[src/rtl/letters_draw.sv]
// Font-glyph overlay stage: delays the VGA stream to match the font ROM latency
// and paints LETTER_COLOR wherever the addressed glyph row bit is set.
module letters_draw #(
  parameter int          ROM_LATENCY  = 1,
  parameter int          X_OFFSET     = 4,
  parameter logic [11:0] LETTER_COLOR = 12'hFFF
) (
  input  logic        clk,
  input  logic        rst,
  input  logic [10:0] char_addr,
  input  logic [7:0]  char_pixels,
  input  logic [10:0] vga_in_hcount,
  input  logic [10:0] vga_in_vcount,
  input  logic        vga_in_hsync,
  input  logic        vga_in_vsync,
  input  logic        vga_in_hblnk,
  input  logic        vga_in_vblnk,
  input  logic [11:0] vga_in_rgb,
  output logic [10:0] vga_out_hcount,
  output logic [10:0] vga_out_vcount,
  output logic        vga_out_hsync,
  output logic        vga_out_vsync,
  output logic        vga_out_hblnk,
  output logic        vga_out_vblnk,
  output logic [11:0] vga_out_rgb
);

  localparam int         W  = 42;
  localparam logic [2:0] XO = 3'(X_OFFSET);

  logic [W-1:0]                  w_in;
  logic [2:0]                    w_col;
  logic                          w_draw_en;
  logic [ROM_LATENCY:1][W-1:0]   r_stage;
  logic [W-1:0]                  w_last;

  logic [10:0] w_hc;
  logic [10:0] w_vc;
  logic        w_hs;
  logic        w_vs;
  logic        w_hb;
  logic        w_vb;
  logic [11:0] w_rgb_d;
  logic        w_en;
  logic [2:0]  w_lcol;
  logic        w_pix;
  logic [11:0] w_rgb;

  logic [10:0] r_hc;
  logic [10:0] r_vc;
  logic        r_hs;
  logic        r_vs;
  logic        r_hb;
  logic        r_vb;
  logic [11:0] r_rgb;

  assign w_col     = vga_in_hcount[2:0] - XO;
  assign w_draw_en = (char_addr[10:4] != 7'd0);
  assign w_in      = {vga_in_hcount, vga_in_vcount,
                      vga_in_hsync, vga_in_vsync,
                      vga_in_hblnk, vga_in_vblnk,
                      vga_in_rgb, w_draw_en, w_col};

  // Depth tracks the ROM read latency so glyph data meets its pixel.
  always_ff @(posedge clk or negedge rst) begin
    if (!rst) begin
      r_stage <= '0;
    end else begin
      r_stage[1] <= w_in;
      for (int k = 2; k <= ROM_LATENCY; k++)
        r_stage[k] <= r_stage[k-1];
    end
  end

  assign w_last  = r_stage[ROM_LATENCY];
  assign w_hc    = w_last[41:31];
  assign w_vc    = w_last[30:20];
  assign w_hs    = w_last[19];
  assign w_vs    = w_last[18];
  assign w_hb    = w_last[17];
  assign w_vb    = w_last[16];
  assign w_rgb_d = w_last[15:4];
  assign w_en    = w_last[3];
  assign w_lcol  = w_last[2:0];

  // bit7 is the leftmost glyph column, so index with ~col.
  assign w_pix = char_pixels[~w_lcol];

  always_comb begin
    w_rgb = w_rgb_d;
    if (!(w_hb | w_vb) && w_en && w_pix)
      w_rgb = LETTER_COLOR;
  end

  always_ff @(posedge clk or negedge rst) begin
    if (!rst) begin
      r_hc  <= '0;
      r_vc  <= '0;
      r_hs  <= 1'b0;
      r_vs  <= 1'b0;
      r_hb  <= 1'b0;
      r_vb  <= 1'b0;
      r_rgb <= '0;
    end else begin
      r_hc  <= w_hc;
      r_vc  <= w_vc;
      r_hs  <= w_hs;
      r_vs  <= w_vs;
      r_hb  <= w_hb;
      r_vb  <= w_vb;
      r_rgb <= w_rgb;
    end
  end

  assign vga_out_hcount = r_hc;
  assign vga_out_vcount = r_vc;
  assign vga_out_hsync  = r_hs;
  assign vga_out_vsync  = r_vs;
  assign vga_out_hblnk  = r_hb;
  assign vga_out_vblnk  = r_vb;
  assign vga_out_rgb    = r_rgb;

endmodule

[config.mk]
export PLATFORM = sky130hd
export DESIGN_NAME = letters_draw
export DESIGN_NICKNAME = d
export VERILOG_FILES = /design/src/rtl/letters_draw.sv
export SDC_FILE = /design/constraint.sdc
export NUM_CORES = 1
export LEC_CHECK = 0
export BUFFER_PORTS_ARGS = -buffer_cell sky130_fd_sc_hd__clkbuf_2
export CAP_MARGIN = 20
export CORE_MARGIN = 1
export CORE_UTILIZATION = 41
export DETAILED_ROUTE_END_ITERATION = 8
export PLACE_DENSITY = 0.74
export SKIP_LAST_GASP = 1
export SYNTH_ARGS = -nofsm -noshare
export SYNTH_HDL_FRONTEND = slang
export SYNTH_SLANG_ARGS = --single-unit
[constraint.sdc]
create_clock -name clk -period 1.24 [get_ports clk]
set_input_delay 0.062 -clock clk [delete_from_list [all_inputs] [get_ports clk]]
set_output_delay 0.062 -clock clk [all_outputs]
set_load 0.005 [all_outputs]
[Word-level counts from Yosys, hierarchy flattened]
Cells that the tools add are included.
Storage, ports and cells
  bits in registers: 80
  bits of input ports: 59
  output and inout bits: 38
  word-level logic and storage cells: 19
Cells by class
  multiplexer cells: 3
  magnitude comparators: 1
  reductions and logical operators: 4
  bitwise operators: 2
  $add $sub $neg: 1
Operators with widths (count)
  two-way mux 12 bit: 1
  nonzero test 7 bit: 1
  < comparator 3 x 4 -> 1 bit, second input constant: 1
  binary-select mux 1 bit (select 3 bit): 1
  NOT 3 bit: 1
  subtractor 3 bit, second input constant: 1
  logical AND 1 bit: 2
  zero test 1 bit: 1
  two-way mux 1 bit: 1
  OR 1 bit: 1

[Longest topological paths before layout]
Gate-level depths: netlist (run 1).
  word-level depth: 5
  gate-level depth with buffers: 4

[Least setup slack after synthesis (run 1)]
OpenSTA, ideal clock, no wires.
  path type: register to register
  start point: register r_stage[31] (netlist name)
  end point: register r_rgb[10], in the netlist vga_out_rgb[10]
  arrival time: 1.211 ns
  library setup time: 0.134 ns
  stages on the path, launching flop included: 5
  slack: -0.105 ns
  cells stage by stage: dfrtp_1 mux4_2 nor2_2 buf_6 o31ai_1
RTL lines
  end signal, assigned: RTL line 111  | r_rgb <= w_rgb;
  end, declared: RTL line 55  | logic [11:0] r_rgb;

==> impl_metrics.env, run 1 <==
export IMPL_status="finished with violations"
export IMPL_violations="negative setup slack"
export IMPL_busiest_layer="met2"
export IMPL_slowest_stage="mux4_2"
export IMPL_path_cells="mux4_2, nor2_4, o31ai_1"
export IMPL_initial_core_util_pct=42.8
export IMPL_yosys_top_cells_count="dfrtp_1, inv_1, o31ai_1"
export IMPL_ys_seq_area_share_pct=88.7
export IMPL_synth_nets=177
export IMPL_placementRows=26
export IMPL_grt_pass1_wl_mm=7.26
export IMPL_dp_cells=281
export IMPL_design_core_area_um2=5140
export IMPL_drtIter0Drc=53
export IMPL_met1_usage_pct=20.6
export IMPL_final_hold_violation_count=0
export IMPL_grt_usage_pct=19.0
export IMPL_ys_types=15
export IMPL_tightestPinTransition_ns=0.447
export IMPL_peakVddDrop_mv=1.06
export IMPL_finalSetupViolations=12
export IMPL_power_mw=5.45
export IMPL_cp_max_fo=6
export IMPL_synth_edff_count=0
export IMPL_clock_sinks=78
export IMPL_grt_max_degree=33
export IMPL_period_needed_ns=1.39
export IMPL_grt_use_met2_pct=30.5
export IMPL_ys_flop_type="dfrtp_1"
export IMPL_first_global_vias=1584
export IMPL_synth_top_area_share_pct=88.7
export IMPL_cts_setup_buffers=0
export IMPL_dr_pass1_iters=4
export IMPL_final_setup_worst_slack_ns=-0.146
export IMPL_cp_end_kind="flip-flop"
export IMPL_yosysMostFrequentCell="dfrtp_1"
export IMPL_clockRootBuffer="clkbuf_8"
export IMPL_pin_count=97
export IMPL_io_buffers=92
export IMPL_fin_hold_ws_ns=0.184
export IMPL_critical_path_buf_inv_count=0
export IMPL_antenna_left=0
export IMPL_syn_inst=118
export IMPL_async_reset_ff_share_pct=100
export IMPL_finalSetupTns_ns=-1.51
export IMPL_place_hpwl_mm=2.66
export IMPL_skew_ns=0.00844
export IMPL_p_leak_nw=1.76
export IMPL_cp_required_ns=1.45
export IMPL_grt_util_met3_pct=8.03
export IMPL_final_util_pct=68.6
export IMPL_fin_area_um2=3530
export IMPL_netlist_area_um2=2200
export IMPL_max_freq_mhz=722
export IMPL_fp_dieH_um=75.3
export IMPL_worstPathArrival_ns=1.60
export IMPL_num_antenna_cells=0
export IMPL_route_detailed_drc=0
export IMPL_maxCapViolations=0
export IMPL_dieArea_um2=5660
export IMPL_hold_class="in -> async"
export IMPL_start_kind="flip-flop"
export IMPL_drive_gt1_share_pct=43.6
export IMPL_insertion_delay_ns=0.35
export IMPL_cp_top_family="multiplexers"
export IMPL_syn_avg_cell_area_um2=18.7
export IMPL_vias_per_cell=4.28
export IMPL_num_vias=1477
export IMPL_synth_warnings=0
export IMPL_grt_ovfl_total=0
export IMPL_clk_path_buf_depth=2
export IMPL_fin_crit_sh_pct=112
export IMPL_p_per_area_nw_per_um2=1540
export IMPL_netlist_top_cells_area="dfrtp_1, o31ai_1, inv_1"
export IMPL_placed_area_um2=2790
export IMPL_cts_htree_levels=3
export IMPL_final_cell_count_no_fill=345
export IMPL_path_clk_slew_ns=0.08
export IMPL_place_ws_ns=-0.182
export IMPL_area_delta_synth_final_pct=60.3
export IMPL_crit_type="reg -> reg"
export IMPL_antenna_found_initial=0
export IMPL_drv_slew=0
export IMPL_rsz0062_at_grt="yes"
export IMPL_slew_headroom_pct=70.1
export IMPL_wirelength_mm=4.93
export IMPL_wl_per_cell_um=14.3
export IMPL_slowest_delay_ns=0.58
export IMPL_cts_tree="built"
export IMPL_synth_seq_cells=78
export IMPL_final_net_count=329
export IMPL_gp_congestion=0.701
export IMPL_yosys_area_top_type="dfrtp_1"
export IMPL_die_w_um=75.3
export IMPL_numCtsBuffers=9
## worst paths after layout
check | end | slack, ns | depth (start not counted) | from
worst max-delay path | vga_out_rgb[3] | -0.15 | 3 | r_stage[31]
worst min-delay path | r_stage[17] | 0.18 | 2 | rst
worst max register to register | vga_out_rgb[3] | -0.15 | 3 | r_stage[31]
worst min register to register | vga_out_vcount[5] | 0.35 | 0 | r_stage[25]
max in group asynchronous | vga_out_vcount[1] | 0.55 | 3 | rst
min in group clk | vga_out_vcount[5] | 0.35 | 0 | r_stage[25]
## layer usage
metal  part of all wire [%]  up-vias
li1                       -      683
met1                     36      703
met2                     52       76
met3                    8.5       15
met4                    3.4        0
met5                      0        -
## power breakdown
group | internal [mW] | switching, mW
Sequential | 2.68 | 0.0438
Clock | 1.39 | 0.891
Combinational | 0.255 | 0.192
## registers in the layout (all words and copies together) (netlist names)
register / count
vga_out_vsync: 1
r_stage: 40
vga_out_rgb: 12
vga_out_vcount: 11
vga_out_hsync: 1
vga_out_vblnk: 1
vga_out_hblnk: 1
vga_out_hcount: 11
## cells in the final DEF, fill, tap and decap left out, types with 2 or more instances in the layout
| cell | Yosys | layout |
|---|---|---|
| buf_12 | 0 | 2 |
| dlygate4sd3_1 | 0 | 46 |
| nand2_1 | 3 | 3 |
| o31ai_1 | 12 | 11 |
| inv_1 | 13 | 13 |
| mux2_2 | 2 | 2 |
| bufinv_16 | 0 | 3 |
| clkinv_2 | 0 | 2 |
| clkbuf_8 | 0 | 10 |
| buf_4 | 0 | 4 |
| nor2_4 | 0 | 2 |
| dfrtp_1 | 78 | 78 |
| clkbuf_2 | 0 | 91 |
## cell type report
type,instances,area (µm²)
well taps,70,87.6
clock buffers,10,138
fillers,357,1610
repair buffers,143,986
multi-input cells,25,208
clock inverters,6,109
flip-flops and latches,78,1950
inverters,13,48.8
## logic make-up (layout without fill, tap and decap cells)
family | after synthesis | after routing | synth area share (%)
compound gates | 13 | 13 | 4.38
buf+inv | 16 | 172 | 3.13
flops | 78 | 78 | 88.7
mux | 3 | 3 | 2.05
simple gates | 8 | 9 | 1.76
## timing repair
item	CTS	global route
pin swaps	6	2
hold buffers	46	0
gates cloned	1	1
gates resized for setup	2	3
setup endpoints to repair	12	12
endpoints found under the hold margin	118	0
No activity file was read; power rests on OpenSTA's default activity.
==> run 2, diff against run 1 <==
GPL_TIMING_DRIVEN = 0   (was default)
MAX_ROUTING_LAYER = met4   (was default)
==> run 2 against run 1 <==
  * Core utilization is 1.6 points lower
  * Highest routed layer unchanged
  * Fmax grew 1.2%
  * Clock power down 25%
  * The flow still finishes with violations (negative setup slack)
  * Register-to-register slack improved by 0.02 ns
  * Hold slack gained 0.043 ns
  * Via count is 2.2% lower
  * Largest power group unchanged
  * Sequential share of layout area rose by 1.3 points
  * Non-clock buffer count increased by 1
  * Worst setup slack better by 0.016 ns
  * Total power is 11% lower
==> impl_metrics.env, run 2 (same netlist as run 1, synthesis figures left out) <==
export IMPL_path_clk_slew_ns=0.07
export IMPL_drv_slew=0
export IMPL_hold_depth=4
export IMPL_drive_gt1_share_pct=42.3
export IMPL_fin_hold_ws_ns=0.227
export IMPL_num_antenna_cells=0
export IMPL_power_mw=4.87
export IMPL_insertion_delay_ns=0.34
export IMPL_placementRows=26
export IMPL_drtIter0Drc=18
export IMPL_clk_path_buf_depth=2
export IMPL_p_int_mw=3.81
export IMPL_seq_power_share_pct=55.9
export IMPL_pin_count=97
export IMPL_status="finished with violations"
export IMPL_place_hpwl_mm=2.62
export IMPL_fillers=376
export IMPL_cp_end_kind="flip-flop"
export IMPL_hold_start="char_pixels[0]"
export IMPL_grt_max_degree=41
export IMPL_period_needed_ns=1.37
export IMPL_io_buffers=92
export IMPL_final_util_pct=67.0
export IMPL_place_ws_ns=-0.227
export IMPL_finalSetupTns_ns=-1.38
export IMPL_crit_cells=4
export IMPL_design_core_area_um2=5140
export IMPL_route_detailed_drc=0
export IMPL_cp_required_ns=1.45
export IMPL_path_cells="mux4_2, nor2_4, buf_6, o31ai_1"
export IMPL_start_kind="flip-flop"
export IMPL_grt_usage_pct=18.4
export IMPL_mostFrequentLayoutCells="clkbuf_2, dfrtp_1, dlygate4sd3_1"
export IMPL_top_register="r_stage"
export IMPL_cp_max_fo=10
export IMPL_slowest_delay_ns=0.54
export IMPL_rsz0062_at_grt="yes"
export IMPL_tightestPinTransition_ns=0.539
export IMPL_r2r_setup_slack_ns=-0.13
export IMPL_initial_core_util_pct=42.8
export IMPL_cts_tree="built"
export IMPL_cts_htree_levels=3
export IMPL_peakVddDrop_mv=1.17
export IMPL_wirelength_mm=4.57
export IMPL_fp_dieH_um=75.3
export IMPL_p_leak_nw=1.72
export IMPL_wl_per_cell_um=13.3
export IMPL_antenna_left=0
export IMPL_hold_class="in -> reg"
export IMPL_finalSetupViolations=12
export IMPL_p_per_area_nw_per_um2=1410
export IMPL_dr_pass1_iters=4
export IMPL_r2r_end="vga_out_rgb[6]"
export IMPL_grt_ovfl_total=0
export IMPL_worstPathArrival_ns=1.57
export IMPL_p_sw_share_pct=21.7
export IMPL_slowest_stage="mux4_2"
export IMPL_r2r_cells=4
export IMPL_crit_type="reg -> reg"
export IMPL_die_w_um=75.3
export IMPL_violations="negative setup slack"
export IMPL_largest_register_ff_count=40
export IMPL_vias_per_cell=4.20
export IMPL_max_freq_mhz=730
export IMPL_final_net_count=329
export IMPL_slew_headroom_pct=64.1
export IMPL_p_sw_mw=1.06
export IMPL_cp_top_family="multiplexers"
export IMPL_area_delta_synth_final_pct=56.6
export IMPL_hold_end="vga_out_rgb[11]"
export IMPL_power_frac_clock_pct=35.3
export IMPL_maxCapViolations=0
export IMPL_clockRootBuffer="clkbuf_8"
export IMPL_fin_crit_sh_pct=110
export IMPL_num_vias=1445
export IMPL_clock_sinks=78
export IMPL_final_common_cell="clkbuf_2"
export IMPL_skew_ns=0.00822
export IMPL_critical_path_buf_inv_count=1
export IMPL_first_global_vias=1513
export IMPL_antenna_found_initial=0
export IMPL_final_hold_violation_count=0
export IMPL_final_setup_worst_slack_ns=-0.130
export IMPL_grt_pass1_wl_mm=6.89
export IMPL_r2r_start="r_stage[31]"
export IMPL_dieArea_um2=5660
export IMPL_gp_congestion=0.729
export IMPL_share_comb_of_total_power_pct=8.9
export IMPL_numCtsBuffers=9
run 2: changes by cell type in the layout (fill, tap and decap cells not counted), sizes merged:
cell / delta
buf: -1
bufinv: -3
clkinv: -2
clkbuf: +5
clkinvlp: +1
nor2: -1
run 2: final cells by class:
class                           count  area, µm²  area share [%]
Buffer                              3       22.5           0.654
Timing Repair Buffer              141        958            27.8
Clock inverter                      2       16.3           0.472
Clock buffer                       13        169            4.90
Inverter                           13       48.8            1.42
Sequential cell                    78       1950            56.6
Multi-Input combinational cell     24        191            5.56
Tap cell                           70       87.6            2.54
run 2: repair_timing:
item	4_1_cts	5_1_grt
hold endpoints to repair	79	0
setup endpoints to repair	12	12
hold buffers	46	0
resized for setup	2	0
buffers inserted	2	0
run 2: power by group through the flow:
| stage | Clock (mW) | Combinational, mW | Sequential, mW |
|---|---|---|---|
| 6_report | 1.72 | 0.431 | 2.72 |
| 5_1_grt | 1.87 | 0.477 | 2.73 |
| 4_1_cts | 1.74 | 0.427 | 2.72 |
| 3_5_place_dp | 0 | 0.301 | 2.77 |
| 3_3_place_gp | 0 | 0.284 | 2.76 |
| 2_1_floorplan | 0 | 0.0675 | 2.77 |
run 2: metal layers:
metal | part of all wire [%] | vias to the layer above | GRT usage (%)
met4 | 2.2 | 0 | 9.88
met2 | 53 | 62 | 29.8
met1 | 39 | 692 | 20.7
met5 | 0 | - | -
met3 | 5.7 | 8 | 5.35
li1 | - | 683 | -
run 2: worst max-delay path by stage:
stage                startpoint                end  slack [ns]
finish              r_stage[31]     vga_out_rgb[6]       -0.13
global route        r_stage[31]     vga_out_rgb[9]       -0.22
CTS                 r_stage[31]     vga_out_rgb[6]       -0.13
detailed placement  r_stage[32]     vga_out_rgb[8]       -0.23
global placement            rst  vga_out_vcount[0]       -0.42
floorplan           r_stage[31]    vga_out_rgb[10]       -0.09
run 2: through the flow:
step	cell area [µm²]	instances
after detailed placement	2780	281
after global routing	3450	344
after CTS	3450	344
final	3450	344
after floorplan	2210	118
after global placement	2750	280
run 2: tightest hold or removal path, stage by stage:
cell	delay (ns)
clkbuf_2	0.07
mux2_2	0.15
o22ai_2	0.07
o31ai_1	0.18
==> run 3, diff against run 2 <==
ABC_AREA = 1   (was default)
==> run 3 against run 2 <==
  * The flow now finishes without violations
  * Hold slack worse by 0.031 ns
  * Register-to-register slack better by 0.19 ns
  * Flip-flop and latch count stayed put
  * Critical path depth is 3 higher
  * Critical endpoint unchanged
  * Clock-buffer cell count is 4 lower
  * Synthesized cell count is 6.8% higher
  * Sequential share of layout area is 0.51 points lower
  * First-iteration DRC count is 56% higher
  * Largest cell class unchanged
  * Sequential power hardly changed
  * Via count stayed put
==> impl_metrics.env, run 3 <==
export IMPL_status="completed"
export IMPL_path_cells="inv_1, nand3_1, nand3_1, nand2_1, nand2_2, buf_6, nand2_1"
export IMPL_final_common_cell="clkbuf_2"
export IMPL_mostFrequentLayoutCells="clkbuf_2, dfrtp_1, dlygate4sd3_1"
export IMPL_path_clk_slew_ns=0.08
export IMPL_place_hpwl_mm=2.47
export IMPL_r2r_end="vga_out_rgb[6]"
export IMPL_fin_crit_sh_pct=95.1
export IMPL_critical_path_buf_inv_count=2
export IMPL_num_vias=1445
export IMPL_placed_area_um2=2740
export IMPL_first_global_vias=1572
export IMPL_synth_nets=185
export IMPL_final_cell_count_no_fill=354
export IMPL_cp_max_fo=5
export IMPL_ys_seq_area_share_pct=90.3
export IMPL_max_freq_mhz=848
export IMPL_wirelength_mm=4.45
export IMPL_wl_per_cell_um=12.6
export IMPL_gp_congestion=0.695
export IMPL_drv_slew=0
export IMPL_rsz0062_at_grt="yes"
export IMPL_grt_usage_pct=18.3
export IMPL_worstPathArrival_ns=1.40
export IMPL_fp_dieH_um=74.6
export IMPL_async_reset_ff_share_pct=100
export IMPL_insertion_delay_ns=0.33
export IMPL_ys_types=11
export IMPL_grt_max_degree=57
export IMPL_die_w_um=74.6
export IMPL_r2r_start="r_stage[32]"
export IMPL_antenna_found_initial=0
export IMPL_area_delta_synth_final_pct=60.9
export IMPL_crit_type="reg -> reg"
export IMPL_cp_required_ns=1.46
export IMPL_yosysMostFrequentCell="dfrtp_1"
export IMPL_fin_area_um2=3480
export IMPL_syn_avg_cell_area_um2=17.2
export IMPL_slowest_delay_ns=0.42
export IMPL_dr_pass1_iters=4
export IMPL_place_ws_ns=0.0578
export IMPL_antenna_left=0
export IMPL_cp_end_kind="flip-flop"
export IMPL_slowest_stage="dfrtp_1"
export IMPL_vias_per_cell=4.08
export IMPL_drtIter0Drc=28
export IMPL_io_buffers=92
export IMPL_route_detailed_drc=0
export IMPL_drive_gt1_share_pct=41.5
export IMPL_tightestPinTransition_ns=0.344
export IMPL_yosys_top_cells_count="dfrtp_1, nand2_1, inv_1"
export IMPL_numCtsBuffers=9
export IMPL_period_needed_ns=1.18
export IMPL_syn_inst=126
export IMPL_skew_ns=0.00435
export IMPL_power_mw=5.37
export IMPL_p_leak_nw=1.79
export IMPL_initial_core_util_pct=42.3
export IMPL_final_net_count=338
export IMPL_final_hold_violation_count=0
export IMPL_synth_warnings=0
export IMPL_final_setup_worst_slack_ns=0.0603
export IMPL_clk_path_buf_depth=2
export IMPL_synth_seq_cells=78
export IMPL_slew_headroom_pct=77.1
export IMPL_dieArea_um2=5570
export IMPL_design_core_area_um2=5110
export IMPL_netlist_top_cells_area="dfrtp_1, nand2_1, inv_1"
export IMPL_p_per_area_nw_per_um2=1540
export IMPL_netlist_area_um2=2160
export IMPL_clock_sinks=78
export IMPL_pin_count=97
export IMPL_grt_ovfl_total=0
export IMPL_peakVddDrop_mv=1.18
export IMPL_largest_register_ff_count=40
export IMPL_top_register="r_stage"
export IMPL_synth_edff_count=0
export IMPL_cts_tree="built"
export IMPL_cp_top_family="flip-flops"
export IMPL_hold_class="in -> async"
export IMPL_placementRows=26
export IMPL_clockRootBuffer="clkbuf_8"
export IMPL_r2r_setup_slack_ns=0.06
export IMPL_dp_cells=289
export IMPL_r2r_cells=7
export IMPL_grt_pass1_wl_mm=6.85
export IMPL_start_kind="flip-flop"
export IMPL_num_antenna_cells=0
export IMPL_ys_flop_type="dfrtp_1"
export IMPL_synth_top_area_share_pct=90.3
export IMPL_maxCapViolations=0
export IMPL_finalSetupViolations=0
export IMPL_yosys_area_top_type="dfrtp_1"
export IMPL_cts_htree_levels=3
-- run 3: cell count changes after synthesis, sizes merged, moves of 2 or more --
cell   change
inv        +2
nand3      +5
nand2     +20
o31ai     -12
mux2       -2
nor2       -2
-- run 3: cell type report --
cell class              count  area, µm²
plain buffers               1       11.3
well taps                  70       87.6
fillers                   339       1630
multi-input cells          32        148
flip-flops and latches     78       1950
clock inverters             7        123
inverters                  15       56.3
repair buffers            142        977
clock buffers               9        124
-- run 3: timing repair --
item	in CTS	in global routing
hold endpoints to repair	65	1
setup buffers	0	2
gates resized for setup	0	4
hold buffers	45	2
endpoints found under the setup margin	0	11
-- run 3: logic make-up (layout without fill, tap and decap cells) --
group	count (synthesis)	count (layout)	share of synthesized area (%)
flops	78	78	90.3
buf+inv	16	174	3.12
simple gates	32	32	6.60
-- run 3: how the worst max path moves through the flow --
stage                     slack [ns]  depth (start not counted)        start         endpoint
after global routing          -0.007                          7  r_stage[32]   vga_out_rgb[4]
after global placement         -0.47                          1          rst       r_stage[7]
final                           0.06                          7  r_stage[32]   vga_out_rgb[6]
after floorplan                 0.20                          8  r_stage[31]  vga_out_rgb[10]
after CTS                       0.04                          8  r_stage[31]   vga_out_rgb[2]
after detailed placement        0.06                          8  r_stage[31]   vga_out_rgb[2]
-- run 3: metrics by stage --
step | utilization [%] | hold slack [ns] | TNS, ns
after floorplan | - | -0.234 | 0
after global placement | 53.1 | 0.170 | -36.35
after detailed placement | 53.7 | 0.0152 | 0
after CTS | 67.3 | 0.180 | 0
after global routing | 68.1 | 0.210 | -0.0170
final | 68.1 | 0.196 | 0
-- run 3: layer usage --
layer / up-vias / global-route usage, % / share of wire, %
met1: 693 / 18.6 / 39
li1: 684 / - / -
met5: - / - / 0
met4: 0 / 12.4 / 2.2
met2: 60 / 29.5 / 52
met3: 8 / 6.56 / 6.5
-- run 3: where the power goes --
part | switching [mW] | leakage (nW) | total, mW | internal (mW)
Combinational | 0.168 | 0.771 | 0.407 | 0.239
Sequential | 0.0412 | 0.901 | 2.72 | 2.68
Clock | 0.899 | 0.116 | 2.24 | 1.34
